--- src/rtl/fetch_unit_pkg.sv ---
// Shared fetch/decode pipeline definitions: fetch state encoding and the
// halfword / instruction geometry that both stages agree on.
package fetch_unit_pkg;

    // Instruction memory returns 16-bit halfwords; decode consumes 32-bit words.
    localparam int HW_W    = 16;
    localparam int INSTR_W = 32;

    // Bit of the first halfword that flags a 32-bit (immediate-carrying) instruction.
    localparam int IMM_BIT = 15;

    typedef enum logic [1:0] {
        FETCH_LO = 2'd0,   // fetching first (or only) halfword
        FETCH_HI = 2'd1,   // fetching second halfword of a long instruction
        WAIT_OUT = 2'd2,   // instruction complete, waiting for the output slot
        DISCARD  = 2'd3    // redirected with a request in flight; drop its data
    } fetch_state_t;

endpackage

--- src/rtl/fetch_unit_if.sv ---
// Instruction memory read bus: halfword request/ack with variable latency.
// The ack may arrive in the same cycle as the request.
interface fetch_unit_if #(
    parameter int PC_W = 32
);
    import fetch_unit_pkg::*;

    logic            im_req;
    logic [PC_W-1:0] im_addr;
    logic [HW_W-1:0] im_rdata;
    logic            im_ack;

    // Fetch unit side
    modport master (
        output im_req,
        output im_addr,
        input  im_rdata,
        input  im_ack
    );

    // Memory side
    modport slave (
        input  im_req,
        input  im_addr,
        output im_rdata,
        output im_ack
    );

endinterface

--- src/rtl/fetch_unit.sv ---
// Instruction fetch stage. Owns the PC, issues halfword reads, assembles
// 16/32-bit instructions into a 32-bit word for decode, holds under stall
// and flushes on redirect.
module fetch_unit
    import fetch_unit_pkg::*;
#(
    parameter int              PC_W     = 32,
    parameter logic [PC_W-1:0] RESET_PC = '0,
    parameter int              IMM_BIT  = fetch_unit_pkg::IMM_BIT
) (
    input  logic               clk,
    input  logic               rst_n,
    input  logic               stall,
    input  logic               redirect,
    input  logic [PC_W-1:0]    redirect_pc,
    fetch_unit_if.master       mem,
    output logic [INSTR_W-1:0] instr,
    output logic [PC_W-1:0]    instr_pc,
    output logic               instr_valid
);

    fetch_state_t        state_reg, state_next;
    logic [PC_W-1:0]     pc_reg, pc_next;
    logic [PC_W-1:0]     start_pc_reg, start_pc_next;
    logic [HW_W-1:0]     lo_reg, lo_next;
    logic [INSTR_W-1:0]  stage_instr_reg, stage_instr_next;
    logic [PC_W-1:0]     stage_pc_reg, stage_pc_next;
    logic [PC_W-1:0]     held_addr_reg, held_addr_next;
    logic                pending_reg, pending_next;
    logic [INSTR_W-1:0]  instr_reg, instr_next;
    logic [PC_W-1:0]     instr_pc_reg, instr_pc_next;
    logic                instr_valid_reg, instr_valid_next;

    logic                req;
    logic [PC_W-1:0]     addr;
    logic                fire;
    logic                slot_free;
    logic                complete;
    logic [INSTR_W-1:0]  complete_instr;
    logic [PC_W-1:0]     complete_pc;

    // The output slot can take a new instruction if empty or being consumed now.
    assign slot_free = !instr_valid_reg || !stall;

    // Request generation: a raised request is held (pending/DISCARD) until acked.
    // rst_n gates the request so it drops the instant reset asserts.
    always_comb begin
        req  = 1'b0;
        addr = pc_reg;
        case (state_reg)
            FETCH_LO, FETCH_HI: begin
                req  = pending_reg || slot_free;
                addr = pc_reg;
            end
            DISCARD: begin
                req  = 1'b1;
                addr = held_addr_reg;
            end
            default: begin
                req  = 1'b0;
                addr = pc_reg;
            end
        endcase
        req  = req && rst_n;
        fire = req && mem.im_ack;
    end

    assign mem.im_req  = req;
    assign mem.im_addr = addr;

    // Next-state, instruction assembly, output slot and redirect handling.
    always_comb begin
        state_next       = state_reg;
        pc_next          = pc_reg;
        start_pc_next    = start_pc_reg;
        lo_next          = lo_reg;
        stage_instr_next = stage_instr_reg;
        stage_pc_next    = stage_pc_reg;
        instr_next       = instr_reg;
        instr_pc_next    = instr_pc_reg;
        instr_valid_next = instr_valid_reg;
        complete         = 1'b0;
        complete_instr   = '0;
        complete_pc      = pc_reg;

        pending_next   = req && !mem.im_ack &&
                         (state_reg == FETCH_LO || state_reg == FETCH_HI);
        held_addr_next = (req && !mem.im_ack) ? addr : held_addr_reg;

        // Current output leaves when downstream accepts it.
        if (instr_valid_reg && !stall) begin
            instr_valid_next = 1'b0;
        end

        case (state_reg)
            FETCH_LO: begin
                if (fire) begin
                    pc_next = pc_reg + 1'b1;
                    lo_next = mem.im_rdata;
                    if (mem.im_rdata[IMM_BIT]) begin
                        start_pc_next = pc_reg;
                        state_next    = FETCH_HI;
                    end else begin
                        complete       = 1'b1;
                        complete_instr = {mem.im_rdata, {HW_W{1'b0}}};
                        complete_pc    = pc_reg;
                    end
                end
            end
            FETCH_HI: begin
                if (fire) begin
                    pc_next        = pc_reg + 1'b1;
                    complete       = 1'b1;
                    complete_instr = {lo_reg, mem.im_rdata};
                    complete_pc    = start_pc_reg;
                end
            end
            WAIT_OUT: begin
                if (!stall) begin
                    instr_next       = stage_instr_reg;
                    instr_pc_next    = stage_pc_reg;
                    instr_valid_next = 1'b1;
                    state_next       = FETCH_LO;
                end
            end
            DISCARD: begin
                if (mem.im_ack) begin
                    state_next = FETCH_LO;
                end
            end
            default: state_next = FETCH_LO;
        endcase

        if (complete) begin
            if (slot_free) begin
                instr_next       = complete_instr;
                instr_pc_next    = complete_pc;
                instr_valid_next = 1'b1;
                state_next       = FETCH_LO;
            end else begin
                stage_instr_next = complete_instr;
                stage_pc_next    = complete_pc;
                state_next       = WAIT_OUT;
            end
        end

        // Redirect wins over everything: flush output and any partial/staged work.
        if (redirect) begin
            instr_valid_next = 1'b0;
            pc_next          = redirect_pc;
            pending_next     = 1'b0;
            state_next       = (req && !mem.im_ack) ? DISCARD : FETCH_LO;
        end
    end

    // State and datapath registers with asynchronous active-low reset.
    always_ff @(posedge clk or negedge rst_n) begin
        if (!rst_n) begin
            state_reg       <= FETCH_LO;
            pc_reg          <= RESET_PC;
            start_pc_reg    <= '0;
            lo_reg          <= '0;
            stage_instr_reg <= '0;
            stage_pc_reg    <= '0;
            held_addr_reg   <= '0;
            pending_reg     <= 1'b0;
            instr_reg       <= '0;
            instr_pc_reg    <= '0;
            instr_valid_reg <= 1'b0;
        end else begin
            state_reg       <= state_next;
            pc_reg          <= pc_next;
            start_pc_reg    <= start_pc_next;
            lo_reg          <= lo_next;
            stage_instr_reg <= stage_instr_next;
            stage_pc_reg    <= stage_pc_next;
            held_addr_reg   <= held_addr_next;
            pending_reg     <= pending_next;
            instr_reg       <= instr_next;
            instr_pc_reg    <= instr_pc_next;
            instr_valid_reg <= instr_valid_next;
        end
    end

    assign instr       = instr_reg;
    assign instr_pc    = instr_pc_reg;
    assign instr_valid = instr_valid_reg;

endmodule

--- src/flat_wrapper.sv ---
// flat-port wrapper written by rule: the top's interface ports become plain ports
module fetch_unit_flat import fetch_unit_pkg::*;
#(
    parameter int              PC_W     = 32,
    parameter logic [PC_W-1:0] RESET_PC = '0,
    parameter int              IMM_BIT  = fetch_unit_pkg::IMM_BIT
)
  (clk, rst_n, stall, redirect, redirect_pc, instr, instr_pc, instr_valid, mem_im_req, mem_im_addr, mem_im_rdata, mem_im_ack);
  fetch_unit_if #(.PC_W(PC_W)) mem_i ();
  input  logic clk;
  input  logic rst_n;
  input  logic stall;
  input  logic redirect;
  input  logic [PC_W-1:0] redirect_pc;
  output logic [INSTR_W-1:0] instr;
  output logic [PC_W-1:0] instr_pc;
  output logic instr_valid;
  output wire logic [$bits(mem_i.im_req)-1:0] mem_im_req;
  output wire logic [$bits(mem_i.im_addr)-1:0] mem_im_addr;
  input wire logic [$bits(mem_i.im_rdata)-1:0] mem_im_rdata;
  input wire logic [$bits(mem_i.im_ack)-1:0] mem_im_ack;
  assign mem_im_req = mem_i.im_req;
  assign mem_im_addr = mem_i.im_addr;
  assign mem_i.im_rdata = mem_im_rdata;
  assign mem_i.im_ack = mem_im_ack;
  fetch_unit #(.PC_W(PC_W), .RESET_PC(RESET_PC), .IMM_BIT(IMM_BIT)) u_core (.clk(clk), .rst_n(rst_n), .stall(stall), .redirect(redirect), .redirect_pc(redirect_pc), .mem(mem_i), .instr(instr), .instr_pc(instr_pc), .instr_valid(instr_valid));
endmodule
--- config.mk ---
export PLATFORM = sky130hd
export DESIGN_NAME = fetch_unit_flat
export DESIGN_NICKNAME = d
export VERILOG_FILES = /design/src/rtl/fetch_unit_pkg.sv /design/src/rtl/fetch_unit_if.sv /design/src/rtl/fetch_unit.sv /design/src/flat_wrapper.sv
export SDC_FILE = /design/constraint.sdc
export NUM_CORES = 1
export LEC_CHECK = 0
export CAP_MARGIN = 15
export CORE_MARGIN = 3
export CORE_UTILIZATION = 40
export CTS_CLUSTER_SIZE = 24
export DETAILED_ROUTE_END_ITERATION = 10
export HOLD_SLACK_MARGIN = 0.03
export PLACE_DENSITY = 0.6
export SKIP_CTS_REPAIR_TIMING = 1
export SYNTH_ARGS = -nofsm -noshare
export SYNTH_HDL_FRONTEND = slang
export SYNTH_SLANG_ARGS = --single-unit
--- constraint.sdc ---
create_clock -name clk -period 5.6 [get_ports clk]
set_input_delay 0.56 -clock clk [delete_from_list [all_inputs] [get_ports clk]]
set_output_delay 0.56 -clock clk [all_outputs]
set_load 0.05 [all_outputs]
==> results of run 1 <==
[worst reg2reg max path, stage by stage (launching register included)]
cell	delay (ns)
dfrtp_1	0.47
and3b_1	0.49
and3_2	0.82
buf_4	0.47
mux2i_1	0.31
o21ai_0	0.13
[placed cells by master (no fill, tap or decap), types with 8 or more instances in the layout]
cell type | netlist | routed
nand3_1 | 23 | 23
clkbuf_1 | 37 | 12
a31oi_1 | 11 | 11
nand2_1 | 122 | 122
nor2b_1 | 56 | 56
or3b_2 | 13 | 13
a21oi_1 | 55 | 55
mux2_2 | 119 | 119
a211oi_1 | 64 | 64
mux2_1 | 8 | 8
o21ai_0 | 73 | 73
clkbuf_16 | 0 | 27
clkdlybuf4s50_1 | 0 | 148
nor2_1 | 14 | 14
or4_1 | 17 | 17
mux2i_1 | 49 | 49
o21ai_1 | 10 | 10
dfrtp_1 | 244 | 244
o31ai_1 | 9 | 9
buf_4 | 11 | 14
nand4_1 | 15 | 15
[cell type report]
type | count | area (sq um) | share of cell area
tap | 384 | 480.5 | 0.03401
clock inverter | 2 | 10.01 | 0.0007086
sequential | 244 | 6106 | 0.4322
timing repair buffer | 165 | 1617 | 0.1144
clock buffer | 40 | 734.5 | 0.05199
inverter | 6 | 22.52 | 0.001594
multi-input combinational | 732 | 5156 | 0.3650
[synthesized netlist by cell type (9+ instances only)]
library cell / number
a211oi_1: 64
a21oi_1: 55
a31oi_1: 11
buf_2: 36
buf_4: 11
clkbuf_1: 37
dfrtp_1: 244
mux2_2: 119
mux2i_1: 49
nand2_1: 122
nand3_1: 23
nand4_1: 15
nor2_1: 14
nor2b_1: 56
o21ai_0: 73
o21ai_1: 10
o31ai_1: 9
or3b_2: 13
or4_1: 17
[per-stage QoR]
| stage | setup slack (ns) | cell area (sq um) | std cells | utilization |
|---|---|---|---|---|
| floorplan | 3.624 | 11760 | 1075 | - |
| global placement | 2.246 | 13370 | 1530 | 0.4634 |
| global route | 2.173 | 14130 | 1573 | 0.4895 |
| detailed placement | 2.232 | 13370 | 1530 | 0.4634 |
| CTS | 2.335 | 14120 | 1572 | 0.4892 |
| finish | 2.350 | 14130 | 1573 | 0.4895 |
[how the worst max path moves through the flow]
stage / start / end / slack, ns / depth (start not counted)
after global placement: mem_im_ack / u_core.stage_pc_reg[9] / 2.25 / 6
after global routing: rst_n / u_core.stage_pc_reg[10] / 2.17 / 7
after CTS: u_core.state_reg[1] / mem_im_addr[5] / 2.34 / 4
final: u_core.state_reg[1] / mem_im_addr[5] / 2.35 / 4
after floorplan: u_core.instr_valid / u_core.stage_pc_reg[17] / 3.62 / 7
after detailed placement: mem_im_rdata[15] / u_core.instr_pc[3] / 2.23 / 6
[routing by layer]
metal,vias up,GRT usage,wire length (um)
met3,46,0.02482,1192
li1,4093,-,-
met4,0,0.04876,795
met1,4187,0.2639,13740
met2,197,0.3002,13760
met5,-,0,0
[power by group]
| group | total (mW) | internal (mW) | switching (mW) |
|---|---|---|---|
| sequential | 2.30 | 2.08 | 0.221 |
| clock | 1.56 | 0.892 | 0.672 |
| combinational | 1.50 | 0.611 | 0.889 |
| total | 5.37 | 3.58 | 1.78 |
[kinds of logic (layout without fill, tap and decap cells)]
kind of cell / after synthesis / after routing
multiplexers: 176 / 176
XOR/XNOR: 6 / 6
AND/OR/NAND/NOR: 306 / 306
buffers and inverters: 99 / 213
AO/OA/AOI/OAI: 243 / 243
flip-flops: 244 / 244
adder cells (fa/ha/maj): 1 / 1
==> run summary, run 1 <==
CTS tree - yes
WL/cell - 18.74 um
Post-DR vias/cell - 5.418
Crit path max-delay family - buffers and inverters
Clock Path Buffers - 3
RSZ-0062 raised after global routing - no
Post-synthesis cell count - 1075
Post-synthesis mux area share - 0.1634
Hold Path Class - input pin to async pin
CP endpoint kind - output port
DRC viols - 0
Main combinational cell family by area after synthesis - multiplexers
Slew @ Worst Pin - 1.101 ns
Ant diodes - 0
Clk sink count - 244
Outcome - complete, no violations
Via count - 8523
Synth Area in Simple Gates - 0.1417
Critical path fanouts, max - 32
Total CTS buffers - 27
Synthesized area per cell - 10.94 sq um
Final hold violations - 0
Crit path buffers/inverters - 2
Crit path kind - register to output port
Overall Global Routing Usage - 0.1857
Gr ovfl total - 0
Core Region - 28860 sq um
I/O pin count - 151
Final ANT Viol Nets - 0
Nets - 1230
Maximum vdd drop - 0.2885 mV
Final Cycle Share - 0.5804
Iter 0 DRT Violations - 672
Dominant synthesized flop cell - dfrtp_1
Post-synthesis compound-gate area fraction - 0.1264
Min Clock Period, post-route - 3.250 ns
Fillers - 2651
Largest net degree at the start of global routing - 92
Vias in the first global route - 8480
Post-synth EDFFs - 0
GP Congestion - 0.7714
Clk_skew - 0.007569 ns
Post-synth top area share - 0.5193
Die footprint - 31490 sq um
Final Slew Violations - 0
WP data required - 5.04 ns
Syn Nets - 1129
Adder-cell share of the synthesized area - 0.001064
FFs w/ async S/R, synth - 1.000
Worst R2R End - u_core.stage_pc_reg[10]
Synthesis-stage register bit count - 244
Initial core utilization - 0.4074
Initial antenna violation count - 0
Post-Route WL - 29490 um
Seq/Total Area, Yosys - 0.5193
H-Tree Depth - 1
R2r setup slk - 2.77 ns
WHS - 0.4741 ns
Die height - 177.4 um
Netlist cell types - 57
Total Power - 5.365 mW
Cell area after synthesis - 11760 sq um
RR Startpoint - u_core.state_reg[1]
R2R cell count - 5
Clk root buf - clkbuf_16
Overall die width - 177.4 um
WP data arrival - 2.69 ns
Clock latency on the worst-skew pair - 0.52 ns
Setup violations, final - 0
Global-route wire length before repair - 47150 um
Clock transition at path regs - 0.06 ns
Syn-to-layout area delta - 20.14%
DP Wirelength - 19100 um
Delay of the slowest critical-path stage - 0.71 ns
Highest Clock Rate - 307.7 MHz
Max-Cap Viols - 0
Startpoint Class - register
Synth area leader - dfrtp_1
Pwr dens - 379.8 nW/um^2
Slowest CP cell - clkdlybuf4s50_1
1st-pass router iterations - 5
Synth Warn # - 0
Worst path cell trace - nand2_1 > buf_4 > mux2_2 > clkdlybuf4s50_1
IO Port Bufs - 150
Row count - 62
Xor/xnor share of the synthesized area - 0.004470
Leakage - 5.594 nW
Final setup TNS - 0 ns
Rel. slew slack - 0.2639
Share of cells above drive strength 1 - 0.1564
Top post-synthesis cells by area - dfrtp_1, mux2_2, mux2i_1, a211oi_1, nand2_1
Note: power is estimated with default switching activity, not from simulation.
==> run 2, diff against run 1 <==
--- a/config.mk
+++ b/config.mk
@@ -11,7 +11,7 @@
 export CTS_CLUSTER_SIZE = 24
 export DETAILED_ROUTE_END_ITERATION = 10
 export HOLD_SLACK_MARGIN = 0.03
-export PLACE_DENSITY = 0.6
+export PLACE_DENSITY = 0.62
 export SKIP_CTS_REPAIR_TIMING = 1
 export SYNTH_ARGS = -nofsm -noshare
 export SYNTH_HDL_FRONTEND = slang
==> constraint.sdc (replaced) <==
create_clock -name clk -period 2.8 [get_ports clk]
set_input_delay 0.28 -clock clk [delete_from_list [all_inputs] [get_ports clk]]
set_output_delay 0.28 -clock clk [all_outputs]
set_load 0.05 [all_outputs]
==> run 2 against run 1 <==
Net effect: power up 110%; die area stayed put; critical endpoint is now mem_im_addr[13]; highest routed layer unchanged; setup slack got worse by 2.0 ns; first-iteration DRC count decreased by 14%; cell count rose by 1.3%; register-to-register slack worse by 2.3 ns; critical path type unchanged; largest cell class unchanged.
==> run summary, run 2 (synthesized netlist as in run 1, its figures left out) <==
Startpoint Class - register
Clock transition at path regs - 0.06 ns (about the same)
Overall Global Routing Usage - 0.1854 (-0.0002620)
Iter 0 DRT Violations - 581 (-14%)
Crit-path most repeated cell - buf_4
DRC viols - 0 (unchanged)
Clk root buf - clkbuf_16
WL/cell - 18.73 um (about the same)
RR Startpoint - u_core.state_reg[1]
Via count - 8717 (+2.3%)
Slowest CP cell - dfrtp_1
1st-pass router iterations - 5 (unchanged)
Worst R2R End - u_core.stage_pc_reg[0]
Outcome - complete, no violations
Total CTS buffers - 27 (unchanged)
Slew @ Worst Pin - 0.9774 ns (-0.1241 ns)
Die footprint - 31490 sq um (unchanged)
CP endpoint kind - output port
R2r setup slk - 0.44 ns (-2.33 ns)
WP data arrival - 2.19 ns (-0.50 ns)
Vias in the first global route - 8329 (-1.8%)
R2R cell count - 5 (unchanged)
WHS - 0.1765 ns (-0.2977 ns)
Delay of the slowest critical-path stage - 0.48 ns (-0.23 ns)
RSZ-0062 raised after global routing - no
Largest net degree at the start of global routing - 81 (-12%)
Final ANT Viol Nets - 0 (unchanged)
Placed cell area - 13520 sq um (+1.1%)
CTS tree - yes
Fin area - 14440 sq um (+2.2%)
Share of cells above drive strength 1 - 0.2043 (+0.04787)
Post-Route WL - 29840 um (+1.2%)
Hold Path Class - input pin to async pin
GP Congestion - 0.8199 (+6.3%)
Crit path buffers/inverters - 2 (unchanged)
Syn-to-layout area delta - 22.82%
Min Clock Period, post-route - 2.466 ns
I/O pin count - 151 (unchanged)
Setup violations, final - 0 (unchanged)
Clk sink count - 244 (unchanged)
Row count - 62 (unchanged)
DP Wirelength - 19580 um (+2.5%)
Rel. slew slack - 0.3484 (+0.08445)
Crit path kind - register to output port
Final Slew Violations - 0 (unchanged)
Most common cell after layout, fill and taps aside - dfrtp_1
Final Cycle Share - 0.8807
IO Port Bufs - 150 (unchanged)
Clock Path Buffers - 3 (unchanged)
Critical path fanouts, max - 32 (unchanged)
Worst path cell trace - nand2_1 > buf_4 > mux2_2 > buf_4
Max-Cap Viols - 0 (unchanged)
H-Tree Depth - 1 (unchanged)
Ant diodes - 0 (unchanged)
Core Region - 28860 sq um (unchanged)
Clock latency on the worst-skew pair - 0.53 ns (about the same)
Initial core utilization - 0.4074 (unchanged)
Crit path max-delay family - buffers and inverters
Final setup TNS - 0 ns (unchanged)
Final hold violations - 0 (unchanged)
Clk_skew - 0.01839 ns (+0.01082 ns)
WP data required - 2.52 ns (-2.52 ns)
Initial antenna violation count - 0 (unchanged)
Die height - 177.4 um (unchanged)
Pwr dens - 781.6 nW/um^2 (+110%)
Gr ovfl total - 0 (unchanged)
Most frequent cells in the layout - dfrtp_1, nand2_1, mux2_2
Overall die width - 177.4 um (unchanged)
Leakage - 5.823 nW (+4.1%)
Global-route wire length before repair - 46880 um (-0.57%)
Highest Clock Rate - 405.5 MHz
Post-DR vias/cell - 5.472 (+0.99%)
Nets - 1247 (+1.4%)
Maximum vdd drop - 0.4866 mV (+69%)
## run 2: cell count changes in the layout (fill, tap and decap cells not counted), sizes merged
cell / change
clkdlybuf4s50: -33
clkinv: +2
clkbuf: -3
bufinv: +4
buf: +50
## run 2: layer usage
metal / global-route usage / up-vias / part of all wire
met5: 0 / - / 0
met4: 0.03632 / 0 / 0.015
met3: 0.02525 / 32 / 0.053
met2: 0.3070 / 251 / 0.48
met1: 0.2624 / 4302 / 0.46
li1: - / 4132 / -
## run 2: area by class of cell
cell class	instances	area (sq um)
clock inverter	8	140.1
clock buffer	37	773.2
fill	2646	14420
timing repair buffer	182	1762
inverter	6	22.52
sequential	244	6106
tap	384	480.5
multi-input combinational	732	5156
## run 2: where the power goes
| group | switching, mW | internal (mW) |
|---|---|---|
| clock | 1.40 | 2.27 |
| combinational | 1.80 | 1.22 |
| sequential | 0.429 | 4.16 |
## run 2: worst max-delay path by stage
stage	startpoint	to	slack, ns	cells past startpoint
3_5_place_dp	mem_im_ack	u_core.stage_pc_reg[0]	0.24	6
5_1_grt	u_core.state_reg[1]	mem_im_addr[13]	0.24	4
2_1_floorplan	u_core.instr_valid	u_core.stage_pc_reg[17]	0.82	7
4_1_cts	u_core.state_reg[1]	mem_im_addr[13]	0.30	4
6_report	u_core.state_reg[1]	mem_im_addr[13]	0.33	4
3_3_place_gp	mem_im_ack	u_core.stage_pc_reg[2]	0.31	6
## run 2: through the flow
stage / worst slack (ns) / cells / total power [mW] / util
2_1_floorplan: 0.8242 / 1075 / 6.636 / -
3_3_place_gp: 0.3118 / 1547 / 7.643 / 0.4684
5_1_grt: 0.2362 / 1593 / 11.82 / 0.5004
3_5_place_dp: 0.2360 / 1547 / 7.693 / 0.4684
4_1_cts: 0.2977 / 1592 / 11.41 / 0.5000
6_report: 0.3341 / 1593 / 11.29 / 0.5004
==> run 3, diff against run 2 <==
--- a/config.mk
+++ b/config.mk
@@ -6,8 +6,8 @@
 export NUM_CORES = 1
 export LEC_CHECK = 0
 export CAP_MARGIN = 15
-export CORE_MARGIN = 3
 export CORE_UTILIZATION = 40
+export CTS_CLUSTER_DIAMETER = 200
 export CTS_CLUSTER_SIZE = 24
 export DETAILED_ROUTE_END_ITERATION = 10
 export HOLD_SLACK_MARGIN = 0.03
==> run 3 against run 2 <==
Net effect: sequential share of layout area is 1.7 points higher; first-iteration DRC count fell by 18%; critical path depth unchanged; setup slack lost 0.023 ns; highest routed layer unchanged; flip-flop and latch count did not move; largest cell class unchanged; non-clock buffer count decreased by 1; utilization fell by 1.8 points.
==> run summary, run 3 (synthesized netlist as in run 1, its figures left out) <==
Met3 Track Usage GR - 0.02368 (-0.001562)
Fillers - 2661 (+0.57%)
Crit path max-delay family - buffers and inverters
Syn-to-layout area delta - 18.03%
Share of cells above drive strength 1 - 0.1874 (-0.01685)
WP data arrival - 2.21 ns (+0.02 ns)
Slowest CP cell - dfrtp_1
Largest net degree at the start of global routing - 83 (+2.5%)
Initial core utilization - 0.4085 (+0.001098)
I/O pin count - 151 (unchanged)
Core Region - 28780 sq um (-0.27%)
Overall die width - 173.4 um (-2.3%)
Final ANT Viol Nets - 0 (unchanged)
DP Cell Count - 1546 (-0.065%)
Clock Path Buffers - 3 (unchanged)
R2r setup slk - 0.58 ns (+0.14 ns)
WL/cell - 18.49 um (-1.3%)
Most common cell after layout, fill and taps aside - dfrtp_1
Clock latency on the worst-skew pair - 0.50 ns (-0.03 ns)
Nets - 1233 (-1.1%)
Area of the multi-input gates - 5156 sq um (unchanged)
Most frequent cells in the layout - dfrtp_1, nand2_1, mux2_2
Vias in the first global route - 8389 (+0.72%)
Finished Layout Cells - 1563 (-1.9%)
Iter 0 DRT Violations - 474 (-18%)
Gr ovfl total - 0 (unchanged)
Final hold violations - 0 (unchanged)
Row count - 62 (unchanged)
Worst path cell trace - nand2_1 > buf_4 > mux2_2 > buf_4
Via count - 8548 (-1.9%)
Initial antenna violation count - 0 (unchanged)
Crit-path most repeated cell - buf_4
Critical path fanouts, max - 32 (unchanged)
Overall Global Routing Usage - 0.1926 (+0.007188)
H-Tree Depth - 1 (unchanged)
DP Wirelength - 19040 um (-2.8%)
Final setup TNS - 0 ns (unchanged)
Clk_skew - 0.03130 ns (+0.01291 ns)
Ant diodes - 0 (unchanged)
Delay of the slowest critical-path stage - 0.55 ns (+0.07 ns)
Min Clock Period, post-route - 2.489 ns (+0.02322 ns)
Post-DR vias/cell - 5.469 (about the same)
RSZ-0062 raised after global routing - no
Hold Path Class - input pin to async pin
Outcome - complete, no violations
Rel. slew slack - 0.4073 (+0.05885)
Clock transition at path regs - 0.10 ns (+0.04 ns)
Pwr dens - 701.2 nW/um^2 (-10%)
Highest Clock Rate - 401.7 MHz (-0.93%)
GP Congestion - 0.7997 (-2.5%)
Final Slew Violations - 0 (unchanged)
Post-Route WL - 28900 um (-3.1%)
Max-Cap Viols - 0 (unchanged)
Global-route wire length before repair - 46800 um (-0.16%)
Reg area - 6106 sq um (unchanged)
Die footprint - 30080 sq um (-4.5%)
Leakage - 5.551 nW (-4.7%)
RR Startpoint - u_core.pc_reg[6]
IO Port Bufs - 150 (unchanged)
Final Cycle Share - 0.8890 (+0.008293)
Crit path kind - register to output port
Total CTS buffers - 14 (-48%)
1st-pass router iterations - 5 (unchanged)
Die height - 173.4 um (-2.3%)
R2R cell count - 4 (-1)
Crit path buffers/inverters - 2 (unchanged)
Slew @ Worst Pin - 0.8891 ns (-0.08827 ns)
Setup violations, final - 0 (unchanged)
Grt met1 use - 0.2746 (+0.01226)
WP data required - 2.52 ns (about the same)
M2 GR Usage - 0.3119 (+0.004873)
Clk sink count - 244 (unchanged)
Startpoint Class - register
Maximum vdd drop - 0.6280 mV (+29%)
CTS tree - yes
DRC viols - 0 (unchanged)
Gr busiest metal - met2
CP endpoint kind - output port
Clk root buf - clkbuf_16
Worst R2R End - u_core.pc_reg[24]
-- run 3: changes by cell type in the layout (fill, tap and decap cells not counted), sizes merged --
cell / delta
clkinv: -4
bufinv: -4
inv: +1
buf: -1
clkbuf: -22
-- run 3: final cells by class --
type | instances | share of cell area
clock inverter | 1 | 0.001443
clock buffer | 15 | 0.02705
multi-input combinational | 732 | 0.3716
tap | 384 | 0.03462
timing repair buffer | 181 | 0.1237
inverter | 6 | 0.001623
sequential | 244 | 0.4400
-- run 3: worst max path at each step --
stage,startpoint,end,slack [ns],cells past startpoint
floorplan,u_core.instr_valid,u_core.stage_pc_reg[17],0.82,7
global placement,mem_im_ack,u_core.instr_pc[23],0.48,7
detailed placement,mem_im_rdata[15],u_core.stage_instr_reg[27],0.45,5
CTS,u_core.state_reg[0],mem_im_addr[1],0.30,4
global route,u_core.state_reg[0],mem_im_addr[24],0.22,4
finish,u_core.state_reg[0],mem_im_addr[13],0.31,4
-- run 3: power by group --
part / total, mW / switching [mW] / internal (mW)
combinational: 3.01 / 1.79 / 1.22
sequential: 4.58 / 0.424 / 4.15
clock: 2.15 / 1.17 / 0.980
total: 9.73 / 3.38 / 6.35
-- run 3: worst register-to-register path: stages, from the launching register on --
cell      delay [ns]
dfrtp_1         0.58
and3_1          0.41
nand4_1         0.45
or4b_1          0.64
nand3b_1        0.09
-- run 3: metal layers --
layer | up-vias | wire length, um
li1 | 4082 | -
met4 | 0 | 584
met5 | - | 0
met3 | 31 | 1139
met1 | 4218 | 13430
met2 | 217 | 13750
-- run 3: metrics by stage --
step | total power [mW] | cell area (sq um) | hold slack (ns) | util | setup slack (ns)
floorplan | 6.636 | 11760 | -0.01559 | - | 0.8242
global placement | 7.616 | 13470 | 0.09280 | 0.4681 | 0.4789
detailed placement | 7.671 | 13470 | 0.09105 | 0.4681 | 0.4481
CTS | 9.841 | 13870 | -0.4455 | 0.4818 | 0.2973
global route | 10.22 | 13880 | 0.2128 | 0.4822 | 0.2171
finish | 9.730 | 13880 | 0.2164 | 0.4822 | 0.3109
==> RTL change 1: new RTL, flow settings as in run 3 <==
`instr_pc_reg` no longer has a reset.
--- a/src/rtl/fetch_unit.sv
+++ b/src/rtl/fetch_unit.sv
@@ -166,5 +166,4 @@
             pending_reg     <= 1'b0;
             instr_reg       <= '0;
-            instr_pc_reg    <= '0;
             instr_valid_reg <= 1'b0;
         end else begin
@@ -178,7 +177,10 @@
             pending_reg     <= pending_next;
             instr_reg       <= instr_next;
-            instr_pc_reg    <= instr_pc_next;
             instr_valid_reg <= instr_valid_next;
         end
+    end
+
+    always_ff @(posedge clk) begin
+        instr_pc_reg <= instr_pc_next;
     end
 
Behaviour: differs if rst_n is asserted again (counterexample within 4 cycles, from zero or initial values and one cycle with rst_n low); with rst_n held inactive, the same outputs for 4 cycles.
==> RTL change 1 against run 3 <==
  * Sequential power is essentially flat
  * Non-clock buffer count shrank 2
  * Cell area shrank 0.76%
  * Area after synthesis shrank 1.4%
  * Sequential share of layout area shrank 0.83 points
  * Critical path depth grew 4
  * Sequential cell count is the same
  * Total power grew 0.35%
  * Routed wire length shrank 5.4%
  * Worst setup slack gained 83 ps
  * Final cell count is essentially flat
  * First-iteration DRC count grew 24%
  * Global-route usage shrank 0.44 points
  * Critical endpoint is now u_core.pc_reg[4]
==> RTL change 1: results (changes against run 3) <==
----------------------------------------------------
[Global routing]
  Fraction of met2 tracks used by global routing ... 27.3% (-3.9 points)
  Number of antenna violations at the first check in global routing ... 1 (+1)
  Met3 track demand over resource in global routing ... 2.88% (+0.52 points)
  Number of global-route vias before repair ... 7,848 (-6.4%)
  Global routing met1 resource utilization ... 29.5% (+2.0 points)
  Global router's overall resource usage ... 18.8% (-0.44 points)
  Global-route wire length before repair ... 44,000 um (-6.0%)
  Pin count of the biggest net entering global routing ... 183 (+120%)

[Final layout]
  Filler cells ... 2,576 (-3.2%)
  Final Net Count ... 1,231 (-0.16%)
  Fraction of final layout cells with drive strength greater than 1 ... 18.5% (-0.26 points)

[Detailed routing]
  Iteration count of the initial detailed-routing pass ... 5 (unchanged)
  Vias per cell ... 5.36 (-1.9%)
  DR iter-0 viols ... 589 (+24%)
  Count of vias placed by the detailed router ... 8,387 (-1.9%)
  Wire length reported by the detailed router ... 27,300 um (-5.4%)

[Clock tree]
  Clock latency on the worst-skew pair ... 490 ps
  Total CTS buffers ... 14 (unchanged)
  H-tree depth ... 1 (unchanged)
  Maximum number of buffers from clock root to sink ... 3 (unchanged)
  Clock transition time at the flip-flop clock pins of the worst setup and hold paths ... 100 ps (about the same)
  Library cell used as clock root buffer ... clkbuf_16

[Place]
  Dpl ws ... 331 ps (-118 ps)
  Cells after DPL ... 1,538 (-0.52%)
  Number of input and output port buffers inserted ... 150 (unchanged)
  Gpl congestion ... 0.798 (-0.20%)
  Cell Area, Placed ... 13,300 sq um (-1.0%)
  Detail Placement HPWL ... 18,000 um (-5.4%)

[Pwr]
  P_leak ... 0.00545 uW (-1.8%)
  Pwr dens ... 709 nW/um^2 (+1.1%)
  Peak supply drop ... 0.000326 V (-48%)

[Logic synthesis]
  Post-synthesis sequential area ratio ... 51.3% (-0.66 points)
  Number of distinct library cells after synthesis ... 58 (+1.8%)
  Cell count after synthesis ... 1,075 (unchanged)
  Async set-reset flop share out of synthesis ... 86.9% (-13 points)
  Commonest cells in the netlist ... 212 x dfrtp_1, 122 x nand2_1, 119 x mux2_2, 73 x o21ai_0, 64 x a211oi_1
  Top FF cell, synth ... dfrtp_1
  Warnings, synthesis ... 0 (unchanged)
  Top area cells in the synthesized netlist ... dfrtp_1 46%, mux2_2 12%, dfxtp_1 5.5%, mux2i_1 4.2%, a211oi_1 4.1%
  Syn Nets ... 1,129 (unchanged)

[Timing]
  Transition time of the tightest slew-check pin ... 1030 ps (+145 ps)
  Largest clock skew in the final design ... 35.0 ps (+3.75 ps)

[Run status]
  Outcome ... finished clean

[Critical path]
  Critical Path Fanout Max ... 35 (+9.4%)

[Hold path]
  Worst hold-check path type ... input port to flip-flop

----------------------------------------------------
==> RTL change 1: final timing paths <==
check / start / endpoint / slack, ps / cells after the start
min in group asynchronous: rst_n / u_core.held_addr_reg[31] / 540 / 3
worst min register to register: u_core.stage_pc_reg[29] / u_core.stage_pc_reg[29] / 490 / 2
worst max register to register: u_core.state_reg[1] / u_core.pc_reg[20] / 530 / 4
worst max-delay path: rst_n / u_core.pc_reg[4] / 390 / 8
max in group asynchronous: rst_n / u_core.start_pc_reg[16] / 900 / 4
worst min-delay path: redirect / u_core.pc_reg[7] / 330 / 2
==> RTL change 1: kinds of logic after synthesis <==
kind of cell,count (synthesis),share of synthesized area (%)
compound gates,243,12.8
xor+xnor,6,0.453
fa+ha+maj,1,0.108
buf+inv,99,4.42
flops,244,51.3
mux,176,16.6
simple gates,306,14.4
==> RTL change 1: per-layer routing <==
| layer | up-vias | share of wire [%] | routed length (um) |
|---|---|---|---|
| li1 | 4078 | - | - |
| met1 | 4111 | 52 | 14100 |
| met2 | 180 | 43 | 11800 |
| met3 | 18 | 4.4 | 1210 |
| met4 | 0 | 0.97 | 265 |
| met5 | - | 0 | 0 |
==> RTL change 1: layout make-up <==
cell class | instances | share of cell area, %
flip-flops and latches | 244 | 43.2
multi-input cells | 732 | 37.4
repair buffers | 179 | 12.7
well taps | 378 | 3.43
clock buffers | 23 | 2.94
inverters | 6 | 0.164
clock inverters | 1 | 0.145
diodes | 1 | 0.0182
==> RTL change 1: worst max-delay path: stages <==
cell and delay (ps):
dlygate4sd3_1 650, buf_8 140, buf_4 400, nand3b_1 170, buf_4 250, or4_1 550
xor2_1 160, o21ai_0 170
==> RTL change 1: power by group <==
part,switching [uW],internal (uW),leakage [uW]
Sequential,415,4150,0.00293
Clock,1180,1020,0.000204
Combinational,1770,1220,0.00231
Total,3370,6400,0.00545
==> RTL change 2: new RTL, flow settings as in run 3 <==
Made on the original files. `PC_W` is set to 32 in 3 places; all go to 16.
--- a/src/rtl/fetch_unit_if.sv
+++ b/src/rtl/fetch_unit_if.sv
@@ -2,5 +2,5 @@
 // The ack may arrive in the same cycle as the request.
 interface fetch_unit_if #(
-    parameter int PC_W = 32
+    parameter int PC_W = 16
 );
     import fetch_unit_pkg::*;
--- a/src/rtl/fetch_unit.sv
+++ b/src/rtl/fetch_unit.sv
@@ -5,5 +5,5 @@
     import fetch_unit_pkg::*;
 #(
-    parameter int              PC_W     = 32,
+    parameter int              PC_W     = 16,
     parameter logic [PC_W-1:0] RESET_PC = '0,
     parameter int              IMM_BIT  = fetch_unit_pkg::IMM_BIT
--- a/src/flat_wrapper.sv
+++ b/src/flat_wrapper.sv
@@ -2,5 +2,5 @@
 module fetch_unit_flat import fetch_unit_pkg::*;
 #(
-    parameter int              PC_W     = 32,
+    parameter int              PC_W     = 16,
     parameter logic [PC_W-1:0] RESET_PC = '0,
     parameter int              IMM_BIT  = fetch_unit_pkg::IMM_BIT
Ports: changed (resized instr_pc, mem_im_addr and redirect_pc); port bits go from 151 to 103. No check against the original RTL was run, so the function may have changed too.
==> RTL change 2 against run 3 <==
  * Area after synthesis shrank 34%
  * Sequential cell count down 80
  * Worst setup slack better by 70 ps
  * Clock power rose by 5%
  * Via count fell by 39%
  * Routed wire length is 38% lower
  * Count of clock-buffer cells in the layout up 4
  * Cell area shrank 29%
  * Sequential power decreased by 22%
  * Combinational power up 12%
  * Die area decreased by 33%
  * Total power fell by 5.4%
  * Global-route usage is 0.14 points lower
  * Clock skew shrank 23 ps
==> RTL change 2: results (changes against run 3) <==
----------------------------------------------------
[Clock tree]
  Maximum number of buffers from clock root to sink ... 2 (-1)
  Total CTS buffers ... 17 (+3)
  Clock transition time at the flip-flop clock pins of the worst setup and hold paths ... 60 ps (-40 ps)

[Place]
  Detail Placement HPWL ... 12,100 um (-36%)
  Gpl congestion ... 0.867 (+8.4%)
  Cells after DPL ... 984 (-36%)

[Final layout]
  Final Net Count ... 782 (-37%)

[Pwr]
  Peak supply drop ... 0.000500 V (-20%)

[Detailed routing]
  Count of vias placed by the detailed router ... 5,244 (-39%)
  Iteration count of the initial detailed-routing pass ... 4 (-1)
  DR iter-0 viols ... 238 (-50%)
  Vias per cell ... 5.16 (-5.7%)

[Critical path]
  Largest incremental delay on the critical path ... 600 ps (+50 ps)
  Cell family contributing the most delay on the critical path ... simple AND/OR/NAND/NOR gates
  Critical Path Slowest Stage Cell ... nand2_1
  Reg2reg path depth ... 5 (+1)
  Critical Path Fanout Max ... 16 (-50%)

[Logic synthesis]
  Top area cells in the synthesized netlist ... dfrtp_1 53%, mux2i_1 20%, mux2_2 9.2%, inv_1 2.7%, nand2_1 2.5%
  Post-synthesis sequential area ratio ... 52.5% (+0.60 points)
  Number of distinct library cells after synthesis ... 48 (-16%)

[Global routing]
  Number of global-route vias before repair ... 5,678 (-32%)
  Pin count of the biggest net entering global routing ... 162 (+95%)
  Global-route wire length before repair ... 29,500 um (-37%)
  Global router's overall resource usage ... 19.1% (-0.14 points)

[Timing]
  Largest clock skew in the final design ... 7.88 ps (-23.4 ps)

[Run status]
  Outcome ... finished clean

----------------------------------------------------
==> RTL change 2: stage by stage <==
step	hold WS, ps	utilization, %
6_report	307	52.3
5_1_grt	297	52.3
4_1_cts	-365	52.3
3_5_place_dp	90.5	49.3
3_3_place_gp	87.0	49.3
2_1_floorplan	-15.6	-
==> RTL change 2: power by group <==
part	switching, uW	total [uW]	internal (uW)	leakage (uW)
Combinational	2000	3360	1360	0.00190
Clock	955	2260	1310	0.000277
Sequential	457	3580	3120	0.00184
==> RTL change 2: cell type report <==
cell class	instances	area share, %
clock buffers	19	4.38
clock inverters	13	1.37
inverters	56	2.13
multi-input cells	387	33.8
flip-flops and latches	164	41.5
well taps	260	3.29
repair buffers	118	13.6
==> RTL change 2: worst max path at each step <==
stage / start / endpoint / slack (ps) / cells past startpoint
4_1_cts: u_core.state_reg[1] / mem_im_addr[15] / 350 / 3
2_1_floorplan: u_core.instr_valid / u_core.start_pc_reg[10] / 550 / 5
6_report: u_core.state_reg[1] / mem_im_addr[15] / 380 / 3
3_5_place_dp: stall / u_core.held_addr_reg[11] / 270 / 5
3_3_place_gp: stall / u_core.held_addr_reg[13] / 320 / 5
5_1_grt: u_core.state_reg[1] / mem_im_addr[15] / 280 / 3
==> RTL change 2: logic make-up after synthesis <==
kind of cell | after synthesis | synth area share [%]
DFF | 164 | 52.5
xor gates and xnor gates | 7 | 0.785
muxes | 223 | 29.6
adders and majority gates | 1 | 0.160
buffers and inverters | 94 | 5.12
AOI/OAI and AO/OA | 51 | 4.63
and+or+nand+nor | 105 | 7.18
==> RTL change 2: worst register-to-register path, delay by kind of cell (launching register included) <==
family | cells | cell delay [ps]
fa+ha+maj | 1 | 270
simple gates | 3 | 1210
flops | 1 | 500
compound gates | 1 | 170
==> RTL change 2: layer usage <==
layer	GRT usage, %	share of wire [%]
met1	23.7	44
met2	33.1	51
met3	4.12	3.8
met4	6.28	1.3
met5	0	0
